--- src/rtl/dac_spi_tx_pkg.sv ---
// Shared definitions for the DAC serial output stage: FSM encoding, default
// sample width and a constant-foldable clog2.
package dac_spi_tx_pkg;

    typedef enum logic [1:0] {
        ST_IDLE  = 2'b00,
        ST_LOAD  = 2'b01,
        ST_SHIFT = 2'b10,
        ST_GAP   = 2'b11
    } state_t;

    localparam int W_DEF = 16;

    function automatic int clog2(input int value);
        int r;
        r = 0;
        while ((1 << r) < value) begin
            r = r + 1;
        end
        return r;
    endfunction

endpackage

--- src/rtl/sync_fifo.sv ---
// Small synchronous FIFO; dout is registered and becomes valid the cycle after
// a pop. A push while full is only taken when a pop frees the slot that cycle.
module sync_fifo
    import dac_spi_tx_pkg::*;
#(
    parameter int W     = W_DEF,
    parameter int DEPTH = 4
) (
    input  logic                  clk,
    input  logic                  rst,
    input  logic                  push,
    input  logic                  pop,
    input  logic [W-1:0]          din,
    output logic [W-1:0]          dout,
    output logic                  full,
    output logic                  empty,
    output logic [clog2(DEPTH):0] level
);

    localparam int AW = clog2(DEPTH);

    logic [W-1:0]  mem [DEPTH];
    logic [AW-1:0] wr_ptr;
    logic [AW-1:0] rd_ptr;
    logic          wr_en;
    logic          rd_en;

    assign full  = (level == (AW + 1)'(DEPTH));
    assign empty = (level == '0);
    assign rd_en = pop && !empty;
    assign wr_en = push && (!full || rd_en);

    always_ff @(posedge clk) begin
        if (wr_en) begin
            mem[wr_ptr] <= din;
        end
    end

    // Pointers wrap naturally because DEPTH is a power of two.
    always_ff @(posedge clk or negedge rst) begin
        if (!rst) begin
            wr_ptr <= '0;
            rd_ptr <= '0;
            level  <= '0;
            dout   <= '0;
        end else begin
            if (wr_en) begin
                wr_ptr <= wr_ptr + AW'(1);
            end
            if (rd_en) begin
                dout   <= mem[rd_ptr];
                rd_ptr <= rd_ptr + AW'(1);
            end
            case ({wr_en, rd_en})
                2'b10:   level <= level + 1'b1;
                2'b01:   level <= level - 1'b1;
                default: level <= level;
            endcase
        end
    end

endmodule

--- src/rtl/dac_spi_tx.sv ---
// Buffers modulator samples and shifts each one MSB-first to a 3-wire DAC
// link (mode 0, chip-select framed), flagging samples lost to a full FIFO.
//
//   state    | meaning
//   ---------+-----------------------------------------------------------
//   ST_IDLE  | link quiet, waiting for a buffered sample
//   ST_LOAD  | head word (popped on entry) converted and presented, CS low
//   ST_SHIFT | SCLK running, one bit per full SCLK period
//   ST_GAP   | CS high between frames, GAP*DIV cycles
module dac_spi_tx
    import dac_spi_tx_pkg::*;
#(
    parameter int W          = W_DEF,
    parameter int DEPTH      = 4,
    parameter int DIV        = 2,
    parameter int GAP        = 2,
    parameter bit OFFSET_BIN = 1'b1
) (
    input  logic                  clk,
    input  logic                  rst,
    input  logic [W-1:0]          i_data,
    input  logic                  val_in,
    output logic                  o_sclk,
    output logic                  o_sdata,
    output logic                  o_cs_n,
    output logic                  o_busy,
    output logic                  o_ovf,
    output logic [clog2(DEPTH):0] o_level
);

    localparam int DW = (DIV > 1) ? clog2(DIV) : 1;
    localparam int BW = (W > 1) ? clog2(W) : 1;
    localparam int GW = (GAP * DIV > 1) ? clog2(GAP * DIV) : 1;

    localparam logic [DW-1:0] DIV_LAST = DW'(DIV - 1);
    localparam logic [BW-1:0] BIT_LAST = BW'(W - 1);
    localparam logic [GW-1:0] GAP_LOAD = GW'(GAP * DIV - 1);

    state_t         state;
    state_t         state_nxt;
    logic           fifo_pop;
    logic           fifo_full;
    logic           fifo_empty;
    logic [W-1:0]   fifo_dout;
    logic [W-1:0]   load_word;
    logic [W-1:0]   shift_reg;
    logic [DW-1:0]  div_cnt;
    logic [BW-1:0]  bit_cnt;
    logic [GW-1:0]  gap_cnt;
    logic           sclk_int;
    logic           div_wrap;
    logic           gap_done;
    logic           last_fall;
    logic           cs_n_c;
    logic           sclk_c;
    logic           sdata_c;
    logic           busy_c;

    sync_fifo #(
        .W     (W),
        .DEPTH (DEPTH)
    ) u_fifo (
        .clk   (clk),
        .rst   (rst),
        .push  (val_in),
        .pop   (fifo_pop),
        .din   (i_data),
        .dout  (fifo_dout),
        .full  (fifo_full),
        .empty (fifo_empty),
        .level (o_level)
    );

    // Offset binary differs from two's complement only in the sign bit.
    assign load_word = OFFSET_BIN ? {~fifo_dout[W-1], fifo_dout[W-2:0]} : fifo_dout;

    assign div_wrap  = (div_cnt == DIV_LAST);
    assign gap_done  = (gap_cnt == '0);
    assign last_fall = (state == ST_SHIFT) && div_wrap && sclk_int && (bit_cnt == BIT_LAST);

    always_ff @(posedge clk or negedge rst) begin
        if (!rst) begin
            state <= ST_IDLE;
        end else begin
            state <= state_nxt;
        end
    end

    // The pop is issued on the edge that enters LOAD so the registered FIFO
    // output is already valid while LOAD presents the MSB.
    always_comb begin
        state_nxt = state;
        fifo_pop  = 1'b0;
        cs_n_c    = 1'b1;
        sclk_c    = 1'b0;
        sdata_c   = 1'b0;
        busy_c    = 1'b1;
        case (state)
            ST_IDLE: begin
                busy_c = 1'b0;
                if (!fifo_empty) begin
                    fifo_pop  = 1'b1;
                    state_nxt = ST_LOAD;
                end
            end
            ST_LOAD: begin
                cs_n_c    = 1'b0;
                sdata_c   = load_word[W-1];
                state_nxt = ST_SHIFT;
            end
            ST_SHIFT: begin
                cs_n_c  = 1'b0;
                sclk_c  = sclk_int;
                sdata_c = shift_reg[W-1];
                if (last_fall) begin
                    state_nxt = ST_GAP;
                end
            end
            ST_GAP: begin
                if (gap_done) begin
                    if (!fifo_empty) begin
                        fifo_pop  = 1'b1;
                        state_nxt = ST_LOAD;
                    end else begin
                        state_nxt = ST_IDLE;
                    end
                end
            end
            default: state_nxt = ST_IDLE;
        endcase
    end

    always_ff @(posedge clk or negedge rst) begin
        if (!rst) begin
            shift_reg <= '0;
            div_cnt   <= '0;
            bit_cnt   <= '0;
            gap_cnt   <= '0;
            sclk_int  <= 1'b0;
        end else begin
            case (state)
                ST_LOAD: begin
                    shift_reg <= load_word;
                    div_cnt   <= '0;
                    bit_cnt   <= '0;
                    sclk_int  <= 1'b0;
                end
                ST_SHIFT: begin
                    if (div_wrap) begin
                        div_cnt  <= '0;
                        sclk_int <= ~sclk_int;
                        if (sclk_int) begin
                            shift_reg <= {shift_reg[W-2:0], 1'b0};
                            bit_cnt   <= (bit_cnt == BIT_LAST) ? '0 : bit_cnt + BW'(1);
                        end
                    end else begin
                        div_cnt <= div_cnt + DW'(1);
                    end
                    if (last_fall) begin
                        gap_cnt <= GAP_LOAD;
                    end
                end
                ST_GAP: begin
                    if (!gap_done) begin
                        gap_cnt <= gap_cnt - GW'(1);
                    end
                end
                default: begin
                    div_cnt  <= '0;
                    sclk_int <= 1'b0;
                end
            endcase
        end
    end

    // Registered pins keep the link glitch-free; every pin shares the same
    // one-cycle delay, so intra-frame timing is preserved.
    always_ff @(posedge clk or negedge rst) begin
        if (!rst) begin
            o_cs_n  <= 1'b1;
            o_sclk  <= 1'b0;
            o_sdata <= 1'b0;
            o_busy  <= 1'b0;
            o_ovf   <= 1'b0;
        end else begin
            o_cs_n  <= cs_n_c;
            o_sclk  <= sclk_c;
            o_sdata <= sdata_c;
            o_busy  <= busy_c;
            o_ovf   <= val_in && fifo_full && !fifo_pop;
        end
    end

endmodule

--- config.mk ---
export PLATFORM = sky130hd
export DESIGN_NAME = dac_spi_tx
export DESIGN_NICKNAME = d
export VERILOG_FILES = /design/src/rtl/dac_spi_tx_pkg.sv /design/src/rtl/sync_fifo.sv /design/src/rtl/dac_spi_tx.sv
export SDC_FILE = /design/constraint.sdc
export NUM_CORES = 1
export LEC_CHECK = 0
export CAP_MARGIN = 20
export CORE_AREA = 2 2 91 93
export CTS_CLUSTER_DIAMETER = 200
export DETAILED_ROUTE_END_ITERATION = 16
export DIE_AREA = 0 0 93 95
export GPL_ROUTABILITY_DRIVEN = 0
export PLACE_DENSITY = 0.88
export RECOVER_POWER = 25
export SLEW_MARGIN = 25
export SYNTH_ARGS = -nofsm -noshare
export SYNTH_HDL_FRONTEND = slang
export SYNTH_SLANG_ARGS = --single-unit
--- constraint.sdc ---
create_clock -name clk -period 4.98 [get_ports clk]
set_input_delay 0.996 -clock clk [delete_from_list [all_inputs] [get_ports clk]]
set_output_delay 0.996 -clock clk [all_outputs]
set_load 0.02 [all_outputs]
==> results of run 1 <==
[kinds of logic after synthesis]
family,Yosys count
DFF,118
and+or+nand+nor,53
muxes,50
AOI/OAI and AO/OA,41
buffers and inverters,26
adders and majority gates,13
xor gates and xnor gates,6
[synthesized netlist by cell type (4+ instances only)]
| library cell | number |
|---|---|
| and3_1 | 5 |
| mux2i_1 | 17 |
| nand2_1 | 26 |
| dfrtp_1 | 53 |
| a21oi_1 | 4 |
| nand2b_1 | 5 |
| edfxtp_1 | 64 |
| mux4_2 | 8 |
| mux2_4 | 8 |
| inv_1 | 14 |
| nand3_1 | 4 |
| buf_2 | 6 |
| mux2_2 | 9 |
| ha_1 | 12 |
| o21ai_0 | 27 |
| mux4_1 | 8 |
[area by class of cell]
cell class	instances	area (sq um)	share of cell area [%]
clock buffer	17	414	7.15
inverter	14	52.6	0.907
multi-input combinational	163	1520	26.3
tap	105	131	2.27
clock inverter	15	123	2.12
sequential	118	3280	56.6
timing repair buffer	28	274	4.73
[power by group through the flow]
stage / Combinational (uW) / Sequential [uW] / Clock [uW]
after floorplan: 906 / 1500 / 0
after global placement: 1030 / 1570 / 0
after detailed placement: 1080 / 1590 / 0
after CTS: 1110 / 1580 / 1100
after global routing: 1230 / 1610 / 1150
final: 1100 / 1580 / 1090
[metal layers]
metal / vias up / routed length, microns / global-route usage, %
met3: 8 / 325 / 6.70
li1: 1216 / - / -
met2: 61 / 4350 / 33.5
met5: - / 0 / 0
met4: 0 / 71 / 7.97
met1: 1315 / 3480 / 27.0
[worst max-delay path by stage]
stage	start	end	depth (start not counted)
CTS	state[1]	u_fifo.level[2]	9
detailed placement	state[1]	u_fifo.level[2]	9
floorplan	state[0]	u_fifo.level[2]	10
global route	rst	u_fifo.rd_ptr[0]	2
finish	rst	u_fifo.rd_ptr[0]	2
global placement	state[0]	bit_cnt[2]	6
[tightest hold or removal path, cell delays in order (launching register included)]
cell and delay [ns]:
dfrtp_1 0.34, nand2_1 0.05, o21ai_0 0.06
[per-stage QoR]
stage,power (uW),hold WS [ns],worst slack [ns],utilization (%),area [sq um]
after floorplan,2410,0.450,2.51,-,4920
after global placement,2600,0.462,1.84,66.0,5230
after detailed placement,2670,0.471,1.99,66.1,5240
after CTS,3790,0.483,1.94,72.9,5780
after global routing,3990,0.518,1.04,73.1,5790
final,3770,0.482,1.72,73.1,5790
==> metrics.md, run 1 <==
| Metric | Value |
|---|---|
| WS Path Type | in -> async |
| Post-CTS setup buffers | 0 |
| Adder-Cell Fraction of Synth Area | approximately 3.5% |
| Crit-path leading delay family | buffers and inverters |
| WL/cell | 17.9 microns |
| Pwr Density | around 650 nW/um^2 |
| P_leak | roughly 0.0023 uW |
| Min-Delay Path Depth | 2 |
| Syn_nets | roughly 340 |
| Cell-internal power | 2540 uW |
| Peak per-stage delay on the critical path | 1.96 ns |
| H-tree Lvls | 4 |
| Max-Cap Viols | 1 |
| Worst-margin pin slew | about 2.8 ns |
| Die Ht | 95 microns |
| Max FFs per register | 64 |
| Arr. time, crit path | around 3 ns |
| Clock transition at path regs | 0.06 ns |
| Total Routed Length | between 8000 and 9000 microns |
| Vias per cell | 5.65 |
| Vias in the first global route | 2732 |
| Synth Area in XOR/XNOR | 1.07% |
| Post-layout min period | 3.26 ns |
| Initial antenna violation count | 0 |
| Leading area contributor after synthesis | edfxtp_1 |
| Max-slew violations | 55 |
| IO buf count | 26 |
| Sw Share | 32.7% |
| Crit path max fanout | 54 |
| CTS sink count | 118 |
| Worst Hold Endpoint | shift_reg[14] |
| Hpwl dp | 4930 microns |
| Post-route insts no fill | 460 |
| Slowest-stage cell, CP | clkbuf_1 |
| Most frequent cells in the layout | edfxtp_1, dfrtp_1, o21ai_0, nand2_1, clkdlybuf4s50_1 |
| Simple-gate share of the synthesized area | 5.41% |
| Core area | a little under 8000 sq um |
| Status | finished with violations |
| FF-to-FF path depth | 11 |
| CTS tree | done |
| Comb pwr share | 29.3% |
| Worst R2R Setup Slack | roughly 2.1 ns |
| Crit-path cells | buf_2 -> clkbuf_1 |
| Global-route wire length before repair | 13700 microns |
| Synthesized area | 4920 sq um |
| Worst R2R End | u_fifo.level[2] |
| Placed Cells | approximately 430 |
| Setup crit end kind | asynchronous set/reset pin |
| Ys flop type | edfxtp_1 |
| Filler cells | 470 |
| Seq cells post-synth | about 120 |
| Hold wc startpoint | shift_reg[14] |
| Fraction of layout cells with a size suffix above 1 | 18.3% |
| Psw | 1240 uW |
| Initial core utilization | 62.1% |
| Syn Inst Count | 307 |
| GRT Total Usage | 20.9% |
| CTS resizes | 0 |
| Total grt overflow | 0 |
| Nets@finish | 374 |
| Hold buffers post-CTS | 0 |
| # DRC | 0 |
| Most common cell after layout, fill and taps aside | edfxtp_1 |
| CP Data Required Time | 4.78 ns |
| Io pins | 27 |
| Area Overhead vs Synth | 17.7% |
| Clk_lat worst skew | 0.51 ns |
| Diode count | 0 |
| Synth top area share | 39.0% |
| Min-delay worst type | reg -> reg |
| CP Launch Type | input pin |
| Clock power frac | 28.8% |
| DRT iter0 DRCs | 166 |
| Failing checks | max-capacitance violations, max-slew violations |
| Buf+Inv Stages, Crit Path | 2 |
| Yosys warns | 0 |
| Setup TNS | 0 ns |
| Compound-Gate Fraction of Synth Area | 4.88% |
| EDFF count, synth | 64 |
| Largest net degree at the start of global routing | 55 |
| Total CTS buffers | 17 |
| Main combinational cell family by area after synthesis | multiplexers |
| Synth area leaders | edfxtp_1, dfrtp_1, mux4_1 |
| Synthesized area per cell | 16.0 sq um |
| RSZ-0062 raised after global routing | false |
| Final setup fails | 0 |
| Worst R2R Start | state[1] |
| Clock Skew | 0.0137 ns |
| Mux share of post-synthesis cell area | around 16% |
| Worst vdd ir | 0.000355 V |
| Asr flop ratio synth | 45.8% |
| Die width | 93 microns |
| Root buffer cell | clkbuf_8 |
| DRT Pass-1 Iters | 4 |
| Final ANT Viol Nets | 0 |
| Seq/Total Area, Yosys | 66.5% |
| DR vias | 2600 |
| Synth cell types | 39 |
| Slew margin rel. | -85.5% |
| Die Area | 8840 sq um |
| Clock Path Buffers | 2 |
| Standard-cell rows | 33 |
| Peak Freq | a little over 300 MHz |
| Final critical-path share of the clock period | between 60% and 70% |
| Final Hold Viols | 0 |
| Seq pwr share | a little over two fifths |
Power figures use the tool's default switching activity.
==> run 2: changes to the inputs <==
--- a/config.mk
+++ b/config.mk
@@ -6,12 +6,12 @@
 export NUM_CORES = 1
 export LEC_CHECK = 0
 export CAP_MARGIN = 20
-export CORE_AREA = 2 2 91 93
+export CORE_AREA = 2 2 100 102
 export CTS_CLUSTER_DIAMETER = 200
 export DETAILED_ROUTE_END_ITERATION = 16
-export DIE_AREA = 0 0 93 95
+export DIE_AREA = 0 0 102 104
 export GPL_ROUTABILITY_DRIVEN = 0
-export PLACE_DENSITY = 0.88
+export PLACE_DENSITY = 0.78
 export RECOVER_POWER = 25
 export SLEW_MARGIN = 25
 export SYNTH_ARGS = -nofsm -noshare
==> constraint.sdc (replaced) <==
create_clock -name clk -period 2.62 [get_ports clk]
set_input_delay 0.524 -clock clk [delete_from_list [all_inputs] [get_ports clk]]
set_output_delay 0.524 -clock clk [all_outputs]
set_load 0.02 [all_outputs]
==> metrics.md, run 2 (same netlist as run 1, synthesis figures left out) <==
| Metric | Value |
|---|---|
| Core area | 9550 sq um |
| Slew margin rel. | 10.9% |
| Most frequent cells in the layout | edfxtp_1, dfrtp_1, o21ai_0, nand2_1, clkdlybuf4s50_1 |
| Clock transition at path regs | around 0.05 ns |
| WL/cell | 16.3 microns |
| Largest net degree at the start of global routing | 55 |
| Crit-path leading delay family | adder cells |
| Die Area | 10600 sq um |
| Initial antenna violation count | 0 |
| Buf+Inv Stages, Crit Path | 3 |
| Filler cells | 717 |
| Hold buffers post-CTS | 0 |
| Final setup fails | 0 |
| Pwr Density | 1240 nW/um^2 |
| Vias per cell | ~5.3 |
| DRT Pass-1 Iters | 4 |
| Storage element area | 3270 sq um |
| DRT iter0 DRCs | approximately 170 |
| Fraction of layout cells with a size suffix above 1 | 19.4% |
| Arr. time, crit path | 2.84 ns |
| Status | finished, final reports clean |
| Total Routed Length | 8130 microns |
| Most used cell, CP | inv_1 |
| # DRC | 0 |
| Io pins | 27 |
| CTS tree | done |
| CTS sink count | 118 |
| Vias in the first global route | 2790 |
| Initial core utilization | 51.5% |
| Worst vdd ir | 0.000796 V |
| Wl on met1 | around 3700 microns |
| Clock Path Buffers | 2 |
| Nets@finish | a little under 400 |
| H-tree Lvls | 4 |
| P_leak | roughly 0.0023 uW |
| Crit-path cells | inv_1 -> ha_1 -> o2111ai_1 -> and2_1 -> inv_1 -> ha_1 -> inv_1 -> fa_1 -> xor2_1 -> nor2_1 -> xor2_1 |
| Die Ht | 104 microns |
| Die width | 102 microns |
| Crit path max fanout | 4 |
| Tot Pwr | 7380 uW |
| Met2 WL post-DR | 4140 microns |
| Area of the multi-input gates | 1520 sq um |
| Most common cell after layout, fill and taps aside | edfxtp_1 |
| Peak per-stage delay on the critical path | ~0.4 ns |
| Diode count | 0 |
| Final Hold Viols | 0 |
| Total CTS buffers | 17 |
| IO buf count | 26 |
| Max-slew violations | 0 |
| Slowest-stage cell, CP | dfrtp_1 |
| WS Path Type | reg -> reg |
| CP Data Required Time | 3.04 ns |
| Max-Cap Viols | 0 |
| Highest routed layer | met4 |
| Final critical-path share of the clock period | between 90% and 100% |
| Standard-cell rows | 36 |
| Peak Freq | roughly 410 MHz |
| Total grt overflow | 0 |
| CP Launch Type | flip-flop |
| Root buffer cell | clkbuf_8 |
| RSZ-0062 raised after global routing | false |
| Area Overhead vs Synth | 20.6% |
| Clk_lat worst skew | approximately 0.5 ns |
| Post-layout min period | between 2 and 2.5 ns |
| GRT Total Usage | about 17% |
| DR vias | 2627 |
| Final ANT Viol Nets | 0 |
| Worst-margin pin slew | 1.34 ns |
| Max FFs per register | 64 |
| Setup crit end kind | flip-flop |
| Hpwl dp | 5120 microns |
| Setup TNS | 0 ns |
| Global-route wire length before repair | around 14000 microns |
| Min-delay worst type | in -> async |
| Routed wl met3 | 263 microns |
| Clock Skew | 0.00612 ns |
==> run 2: metal layers <==
layer | vias up | GRT usage (%)
met5 | - | 0
met4 | 0 | 5.52
met3 | 2 | 6.45
met2 | 46 | 27.0
met1 | 1339 | 22.8
li1 | 1240 | -
==> run 2: worst paths after layout <==
path                              start              end  slack [ns]  cells past startpoint
min reg2reg                shift_reg[3]     shift_reg[3]        0.48                      2
min                                 rst  u_fifo.level[0]        0.41                      2
max in group asynchronous           rst   u_fifo.dout[3]        1.40                      2
max reg2reg                    state[1]  u_fifo.level[2]        0.21                     11
min in group clk           shift_reg[3]     shift_reg[3]        0.48                      2
max                            state[1]  u_fifo.level[2]        0.21                     11
==> run 2: report_power, final <==
group	internal (uW)	leakage (uW)	total [uW]	switching, uW
combinational	1130	0.000823	2240	1110
clock	1430	0.000269	2210	778
sequential	2570	0.00125	2930	355
total	5130	0.00234	7380	2250
==> run 2: worst register-to-register path: stages (launching register included) <==
cell and delay, ns:
dfrtp_1 0.40, inv_1 0.11, ha_1 0.37, o2111ai_1 0.16
and2_1 0.22, inv_1 0.06, ha_1 0.17, inv_1 0.06
fa_1 0.37, xor2_1 0.15, nor2_1 0.11, xor2_1 0.15
==> run 2: per-stage QoR <==
stage	instances	cell area, sq um	setup WS [ns]	util [%]	hold WS (ns)
finish	499	5930	0.207	62.1	0.406
CTS	498	5940	0.0479	62.2	0.0150
detailed placement	466	5360	0.0668	56.2	0.473
global placement	466	5360	0.191	56.2	0.462
global route	499	5930	0.0412	62.1	0.505
floorplan	307	4920	0.149	-	0.228
==> run 2: timing repair <==
action | 4_1_cts | 5_1_grt
hold endpoints to repair | 0 | 0
buffers inserted | 0 | 1
resized for setup | 0 | 1
endpoints found under the setup margin | 0 | 1
==> run 2: layout make-up <==
class	instances	area share, %
Sequential cell	118	55.2
Multi-Input combinational cell	163	25.5
Clock buffer	17	6.98
Timing Repair Buffer	39	5.90
Tap cell	133	2.80
Clock inverter	15	2.72
Inverter	14	0.886
